$ cat src/rtl/vgachargen_pkg.sv
// Shared types and constants for the text-mode character generator.
// Holds glyph geometry, the attribute byte layout, the 4:4:4 colour type,
// the 16-entry CGA palette and the per-stage sideband record.
package vgachargen_pkg;

  localparam int GLYPH_W          = 8;
  localparam int GLYPH_H          = 16;
  localparam int CURSOR_FIRST_ROW = 14;

  // Matches ch_data[15:8] bit for bit.
  typedef struct packed {
    logic       blink;
    logic [2:0] bg;
    logic [3:0] fg;
  } attr_t;

  typedef struct packed {
    logic [3:0] r;
    logic [3:0] g;
    logic [3:0] b;
  } rgb444_t;

  localparam rgb444_t PALETTE [0:15] = '{
    12'h000, 12'h00A, 12'h0A0, 12'h0AA,
    12'hA00, 12'hA0A, 12'hA50, 12'hAAA,
    12'h555, 12'h55F, 12'h5F5, 12'h5FF,
    12'hF55, 12'hF5F, 12'hFF5, 12'hFFF
  };

  // Per-pixel data travelling alongside the memory lookups.
  typedef struct packed {
    logic       de;
    logic       hs;
    logic       vs;
    logic       cur;
    logic [3:0] glyph_row;
    logic [2:0] px;
  } side_t;

  // Syncs idle high so a reset never emits a spurious sync pulse.
  localparam side_t SIDE_RST = '{de: 1'b0, hs: 1'b1, vs: 1'b1, cur: 1'b0,
                                 glyph_row: 4'd0, px: 3'd0};

endpackage

$ cat src/rtl/blink_counter.sv
// Frame counter driving text blink and cursor flash.
// Counts falling edges of vsync_in; blink_phase is the counter MSB, so it
// toggles every BLINK_FRAMES frames.
// Ports: clk, rst (async, active-high), vsync_in (active-low), blink_phase.
module blink_counter #(
  parameter int BLINK_FRAMES = 32
) (
  input  logic clk,
  input  logic rst,
  input  logic vsync_in,
  output logic blink_phase
);

  localparam int CW = $clog2(BLINK_FRAMES) + 1;

  logic          vs_prev;
  logic [CW-1:0] cnt;

  // vs_prev resets low so a vsync already low at reset release is not
  // mistaken for a falling edge.
  always_ff @(posedge clk or posedge rst) begin
    if (rst) begin
      vs_prev <= 1'b0;
      cnt     <= '0;
    end else begin
      vs_prev <= vsync_in;
      if (vs_prev && !vsync_in) cnt <= cnt + 1'b1;
    end
  end

  assign blink_phase = cnt[CW-1];

endmodule

$ cat src/rtl/text_pixel_renderer.sv
// Text-mode pixel pipeline behind the VGA timing generator.
// Stage 1 forms the character address, character memory answers a clock
// later, the font ROM a clock after that, and the output stage applies
// palette, blink and cursor. Fixed 3-clk latency; syncs/de delayed to match.
// Ports: clk, rst (async, active-high); hpos/vpos/display_on/hsync_in/
// vsync_in from timing; ch_addr/ch_data character memory; font_addr/
// font_data font ROM; cursor_en/col/row; red/green/blue, hsync, vsync, de.
module text_pixel_renderer
  import vgachargen_pkg::*;
#(
  parameter int HPOS_WIDTH   = 10,
  parameter int VPOS_WIDTH   = 10,
  parameter int COLS         = 80,
  parameter int ROWS         = 30,
  parameter int BLINK_FRAMES = 32
) (
  input  logic                  clk,
  input  logic                  rst,
  input  logic [HPOS_WIDTH-1:0] hpos,
  input  logic [VPOS_WIDTH-1:0] vpos,
  input  logic                  display_on,
  input  logic                  hsync_in,
  input  logic                  vsync_in,
  output logic [11:0]           ch_addr,
  input  logic [15:0]           ch_data,
  output logic [11:0]           font_addr,
  input  logic [7:0]            font_data,
  input  logic                  cursor_en,
  input  logic [6:0]            cursor_col,
  input  logic [4:0]            cursor_row,
  output logic [3:0]            red,
  output logic [3:0]            green,
  output logic [3:0]            blue,
  output logic                  hsync,
  output logic                  vsync,
  output logic                  de
);

  logic [6:0] col;
  logic [4:0] row;
  logic       cursor_hit;
  logic       blink_phase;
  logic       pixel_on;
  rgb444_t    pix;
  side_t      s1, s2, s3;
  attr_t      attr3;
  logic       unused;

  assign col = hpos[9:3];
  assign row = vpos[8:4];
  assign unused = ^{vpos[VPOS_WIDTH-1:9]};

  // Range check keeps an off-screen cursor from lighting a blanking cell
  // that happens to share its column/row code.
  assign cursor_hit = cursor_en && (col == cursor_col) && (row == cursor_row)
                   && (int'(cursor_col) < COLS) && (int'(cursor_row) < ROWS);

  blink_counter #(.BLINK_FRAMES(BLINK_FRAMES)) u_blink (
    .clk         (clk),
    .rst         (rst),
    .vsync_in    (vsync_in),
    .blink_phase (blink_phase)
  );

  always_ff @(posedge clk or posedge rst) begin
    if (rst) begin
      s1      <= SIDE_RST;
      s2      <= SIDE_RST;
      s3      <= SIDE_RST;
      attr3   <= '0;
      ch_addr <= '0;
    end else begin
      s1 <= '{de: display_on, hs: hsync_in, vs: vsync_in, cur: cursor_hit,
              glyph_row: vpos[3:0], px: hpos[2:0]};
      // Blanking addresses park at 0 so the memory is never read out of range.
      ch_addr <= display_on ? 12'(int'(row) * COLS + int'(col)) : 12'd0;
      s2      <= s1;
      s3      <= s2;
      // ch_data belongs to the pixel now in s2; capture its attribute with it.
      attr3   <= attr_t'(ch_data[15:8]);
    end
  end

  assign font_addr = {ch_data[7:0], s2.glyph_row};

  always_comb begin
    pixel_on = font_data[3'd7 - s3.px];
    if (attr3.blink && !blink_phase) pixel_on = 1'b0;
    // Cursor wins over blink-off so it stays visible on blinking text.
    if (s3.cur && (s3.glyph_row >= 4'(CURSOR_FIRST_ROW)) && blink_phase)
      pixel_on = 1'b1;
    pix = PALETTE[pixel_on ? attr3.fg : {1'b0, attr3.bg}];
    if (!s3.de) pix = '0;
  end

  always_ff @(posedge clk or posedge rst) begin
    if (rst) begin
      red   <= '0;
      green <= '0;
      blue  <= '0;
      hsync <= 1'b1;
      vsync <= 1'b1;
      de    <= 1'b0;
    end else begin
      red   <= pix.r;
      green <= pix.g;
      blue  <= pix.b;
      hsync <= s3.hs;
      vsync <= s3.vs;
      de    <= s3.de;
    end
  end

endmodule

$ cat config.mk
export PLATFORM = sky130hd
export DESIGN_NAME = text_pixel_renderer
export DESIGN_NICKNAME = d
export VERILOG_FILES = /design/src/rtl/vgachargen_pkg.sv /design/src/rtl/blink_counter.sv /design/src/rtl/text_pixel_renderer.sv
export SDC_FILE = /design/constraint.sdc
export NUM_CORES = 1
export LEC_CHECK = 0
export CAP_MARGIN = 20
export CELL_PAD_IN_SITES_DETAIL_PLACEMENT = 2
export CELL_PAD_IN_SITES_GLOBAL_PLACEMENT = 2
export CORE_ASPECT_RATIO = 0.5
export CORE_UTILIZATION = 30
export DETAILED_ROUTE_END_ITERATION = 12
export PLACE_DENSITY = 0.9
export SLEW_MARGIN = 20
export SYNTH_ARGS = -nofsm -noshare
export SYNTH_HDL_FRONTEND = slang
export SYNTH_SLANG_ARGS = --single-unit
$ cat constraint.sdc
create_clock -name clk -period 5.5 [get_ports clk]
set_clock_uncertainty 0.05 [all_clocks]
set_input_delay 1.65 -clock clk [delete_from_list [all_inputs] [get_ports clk]]
set_output_delay 1.65 -clock clk [all_outputs]
set_load 0.02 [all_outputs]
Yosys cells after proc, flatten, opt, wreduce, memory -nomap -nowiden
Memory sizes are Yosys's and may differ from the RTL's.
Cells that the tools add are included.
{ "classes": {"addsub": 3, "mul": 1, "order_cmp": 5, "eq_ne": 2, "n_mux": 9, "bitwise_logic": 1, "reduce_logical": 10} }
{ "ops": {"columns": ["op", "n"], "rows": [
  ["2-to-1 mux 12 bit", 4],
  ["adder 12 x 7 -> 12 bit", 1],
  ["logical AND 1 bit", 8],
  ["multiplier 5 x 3 -> 8 bit (second input constant)", 1],
  ["equality test 7 bit", 1],
  ["less-than comparator 7 bit (second input constant)", 1],
  ["adder 6 x 1 -> 6 bit (second input constant)", 1],
  ["equality test 5 bit", 1],
  [">= comparator 5 bit (second input constant)", 1],
  ["less-than comparator 5 bit (second input constant)", 1],
  ["inverter 4 -> 5 bit", 1],
  [">= comparator 4 bit (second input constant)", 1],
  ["less-than comparator 3 x 4 -> 1 bit (second input constant)", 1],
  ["2-to-1 mux 4 bit", 1],
  ["binary-select mux 1 bit (select 3 bit)", 1],
  ["2-to-1 mux 1 bit", 3],
  ["subtractor 3 bit (first input constant)", 1],
  ["logical NOT 1 bit", 2]
]} }
{ "word_totals": {"ff_bits": 75, "romBits": 192, "in_bits": 62, "output_inout_bits": 39, "elab_cells": 62, "n_memories": 1} }
{ "memory_table": {"columns": ["name", "depth", "word_bits", "rd", "rd_ports_with_merged_regs", "write_ports", "line", "rtl"], "rows": [
  ["(no name shown)", 16, 12, 1, 0, 0, "text_pixel_renderer.sv:92", "pix = PALETTE[pixel_on ? attr3.fg : {1'b0, attr3.bg}];"]
]} }

Depth between registers and ports, before layout
{ "depth": {"ltp_word": 11, "ltp_mapped": 7, "ltp_nobuf": 7} }

Hierarchy
A second synthesis with hierarchy kept.
{ "unflattened": {"hier_cells": 208, "area_unflattened_um2": 2716.4} }
{ "by_module_without_submodules": {"columns": ["module", "n_inst", "cells_per_inst", "area_each_um2", "seq_area_each_um2"], "rows": [
  ["text_pixel_renderer", 1, 186, 2426.1, 1511.4],
  ["blink_counter", 1, 22, 290.3, 175.2]
]} }

Worst setup path after synthesis
No wires, ideal clock.
{ "synth_timing": {"path_kind": "input -> output", "start": "input ch_data[6]", "end": "output font_addr[10]", "arrival_ps": 1784, "slack_ps": 2016, "path_stages": 1, "path_buffers": 1, "path_cell_list": "buf_4"} }
{ "synth_lines": {"columns": ["item", "line", "rtl"], "rows": [
  ["start: declaration", "text_pixel_renderer.sv:25", "input logic [15:0] ch_data,"],
  ["end: declaration", "text_pixel_renderer.sv:26", "output logic [11:0] font_addr,"]
]} }
No word-level cell between the ends.

Worst setup path in the final report
{ "layout_timing": {"start": "input vpos[5]", "end": "register ch_addr[10]"} }
{ "layout_between": {"elab_chain_len": 3} }
{ "layout_rtl": {"columns": ["item", "line", "rtl"], "rows": [
  ["start: declaration", "text_pixel_renderer.sv:20", "input logic [VPOS_WIDTH-1:0] vpos,"],
  ["multiplier 5 x 3 -> 8 bit", "text_pixel_renderer.sv:76", "ch_addr <= display_on ? 12'(int'(row) * COLS + int'(col)) : 12'd0;"],
  ["adder 12 x 7 -> 12 bit", "text_pixel_renderer.sv:76", null],
  ["2-to-1 mux 12 bit", "text_pixel_renderer.sv:76", null],
  ["end signal: assignment", "text_pixel_renderer.sv:76", null],
  ["end: declaration", "text_pixel_renderer.sv:24", "output logic [11:0] ch_addr,"]
]} }
No other way between the ends.
A chain may end at the register's enable or synchronous reset.

==> results.cfg <==
[outcome]
outcome = completed

[placed_design]
post-place-ws_ns = 1.30
place_inst = 388
dp_hpwl_um = 5280
place_congestion = 0.793
numPortBuffers = 83

[worst_hold_path]
hp-class = flip-flop to flip-flop
whs_path_depth = 0

[detailed_routing]
initialDrtViolationCount = 63
routed_wl_um = 7320
detail-route-antenna-nets = 0
route.detailed.drc = 0
vias = 1800
vias_per_cell = 4.46
drtPass1Iterations = 7
wl_per_cell_um = 18.1

[cts]
h-tree-depth = 3
cts.hold.buffers_added = 0
cts_setup_buffers = 0
clock-sinks = 67
clkLatencyLatePin_ns = 0.33
cts_tree = yes
cts_buffers = 9
clk_pin_slew_ns = 0.05
clk_path_buf_depth = 2
cts_resized = 0
cts_root_buf = clkbuf_16

[final_layout]
antennaDiodeCount = 0
stdcell_count = 404
fin_nets = 356
drive_above_1_share_pct = 10.1
n_fill_cell = 818
area_growth_pct = 43.3

[timing]
rsz0062_at_grt = no
drv_slew = 0
fin_setup_tns_ns = 0
fin_crit_ns = 3.85
finalHoldViolCount = 0
setup_viol = 0
timing.slew.headroom_pct = 45.3
fmax_ghz = 0.260
period_share_pct = 70.0
worst_slack_ns = 1.65
worst-slew-pin-transition_ns = 0.819

[critical_path]
worstPathRequired_ns = 5.70
arrival_ns = 4.05
crit_type = input pin to flip-flop
cp-end-kind = flip-flop
worstPathMaxFanout = 4
start_kind = input pin
reg2reg_depth = 4

[yosys]
syn_area_um2 = 2710
syn_inst = 206
seq_area_frac_synth_pct = 62.3
yosys.cell_types.count = 38
synth_edf_count = 0
synth_nets = 280
synth_flop_cell = dfrtp_1
synth.avg_cell_area_um2 = 13.1
ys.warnings.count = 0
postSynth.asyncResetShare_pct = 100
synth_seq_cells = 67

[grt]
overflow = 0
grt_first_pass_wirelength_um = 12100
grt_pass1_vias = 2233
grt_max_degree = 40
antenna_found_initial = 0
grt.total_usage_pct = 17.5

[pwr]
power_density_nw_per_um2 = 369
p_leak_nw = 1.66
peakVddDrop_mv = 0.149

[floorplan]
die_y_um = 69.1
dieArea_um2 = 9420
core_um2 = 8740
die_w_um = 136
io_pins = 101
num_rows = 24
initial_core_util_pct = 31.0

[flow_run]
cap_violations = 0
final cells by class:
type / instances / area (µm²) / share of cell area, %
clock buffer: 12 / 256 / 6.62
clock inverter: 4 / 72.6 / 1.87
inverter: 14 / 52.6 / 1.36
multi-input combinational: 106 / 823 / 21.2
sequential: 67 / 1690 / 43.5
tap: 117 / 146 / 3.78
timing repair buffer: 84 / 838 / 21.6
layout by cell type, fill, tap and decap left out, types with 5 or more instances in the layout:
cell type and n:
a21oi_1 7, and2_1 5, clkbuf_16 9, clkdlybuf4s50_1 83, dfrtp_1 59, dfstp_2 8
ha_1 10, inv_1 13, nand2_1 10, nor2_1 9, xnor2_1 15
metrics by stage:
step                      instance area, µm²  power (mW)  hold WS (ns)  utilization [%]
after global placement                  3550       0.792         0.283             40.6
after detailed placement                3550       0.814         0.287             40.6
after CTS                               3880        1.45         0.303             44.4
after global routing                    3880        1.49         0.307             44.4
final                                   3880        1.43         0.299             44.4
after floorplan                         2710       0.709         0.281                -
power breakdown:
group          leakage [nW]  internal (mW)  switching [mW]
combinational         0.699          0.119           0.110
sequential            0.806          0.544          0.0347
clock                 0.159          0.420           0.202
total                  1.66           1.08           0.347
cells in the mapped netlist (4+ instances only):
master / instances / share of area (%)
nand4_1: 4 / 0.92
o21ai_0: 4 / 0.74
nor2_1: 9 / 1.2
a21oi_1: 7 / 1.3
and2_1: 5 / 1.2
nor2b_1: 4 / 0.92
inv_1: 14 / 1.9
ha_1: 10 / 4.6
nand2_1: 10 / 1.4
dfrtp_1: 59 / 55
xor2_1: 4 / 1.3
buf_4: 19 / 5.3
xnor2_1: 15 / 4.9
dfstp_2: 8 / 7.8
routing by layer:
layer / global-route usage, % / part of all wire, % / wire length, µm
met1: 18.1 / 36 / 2640
met2: 32.9 / 58 / 4220
met3: 5.30 / 4.2 / 308
met4: 6.91 / 2.0 / 146
met5: 0 / 0 / 0
worst max-delay path: stages:
cell,delay (ns)
clkdlybuf4s50_1,0.54
ha_1,0.36
ha_1,0.17
inv_1,0.07
fa_1,0.49
xor2_1,0.20
or4_1,0.44
mux2i_1,0.14
worst paths after layout:
kind                               from           end  slack, ns
worst min-delay path              s1[5]  font_addr[2]       0.30
worst max register to register    s3[1]      green[2]       3.48
worst min register to register    s1[5]  font_addr[2]       0.30
worst max-delay path            vpos[5]   ch_addr[10]       1.65
max in group asynchronous           rst         s3[8]       2.70
min in group asynchronous           rst    ch_addr[1]       1.76
registers in the layout, indices dropped and copies added (netlist names), 2 cells and up:
name,count
ch_addr,12
s1,11
s3,10
attr3,8
s2,7
u_blink.cnt,6
font_addr,4
blue,2
green,2
cells by family after synthesis:
| logic type | after synthesis | synth area share, % |
|---|---|---|
| compound gates | 25 | 6.29 |
| xor+xnor | 19 | 6.15 |
| fa+ha+maj | 12 | 6.11 |
| buf+inv | 33 | 7.22 |
| flops | 67 | 62.3 |
| mux | 5 | 3.28 |
| simple gates | 45 | 8.60 |
Power figures use the tool's default switching activity.
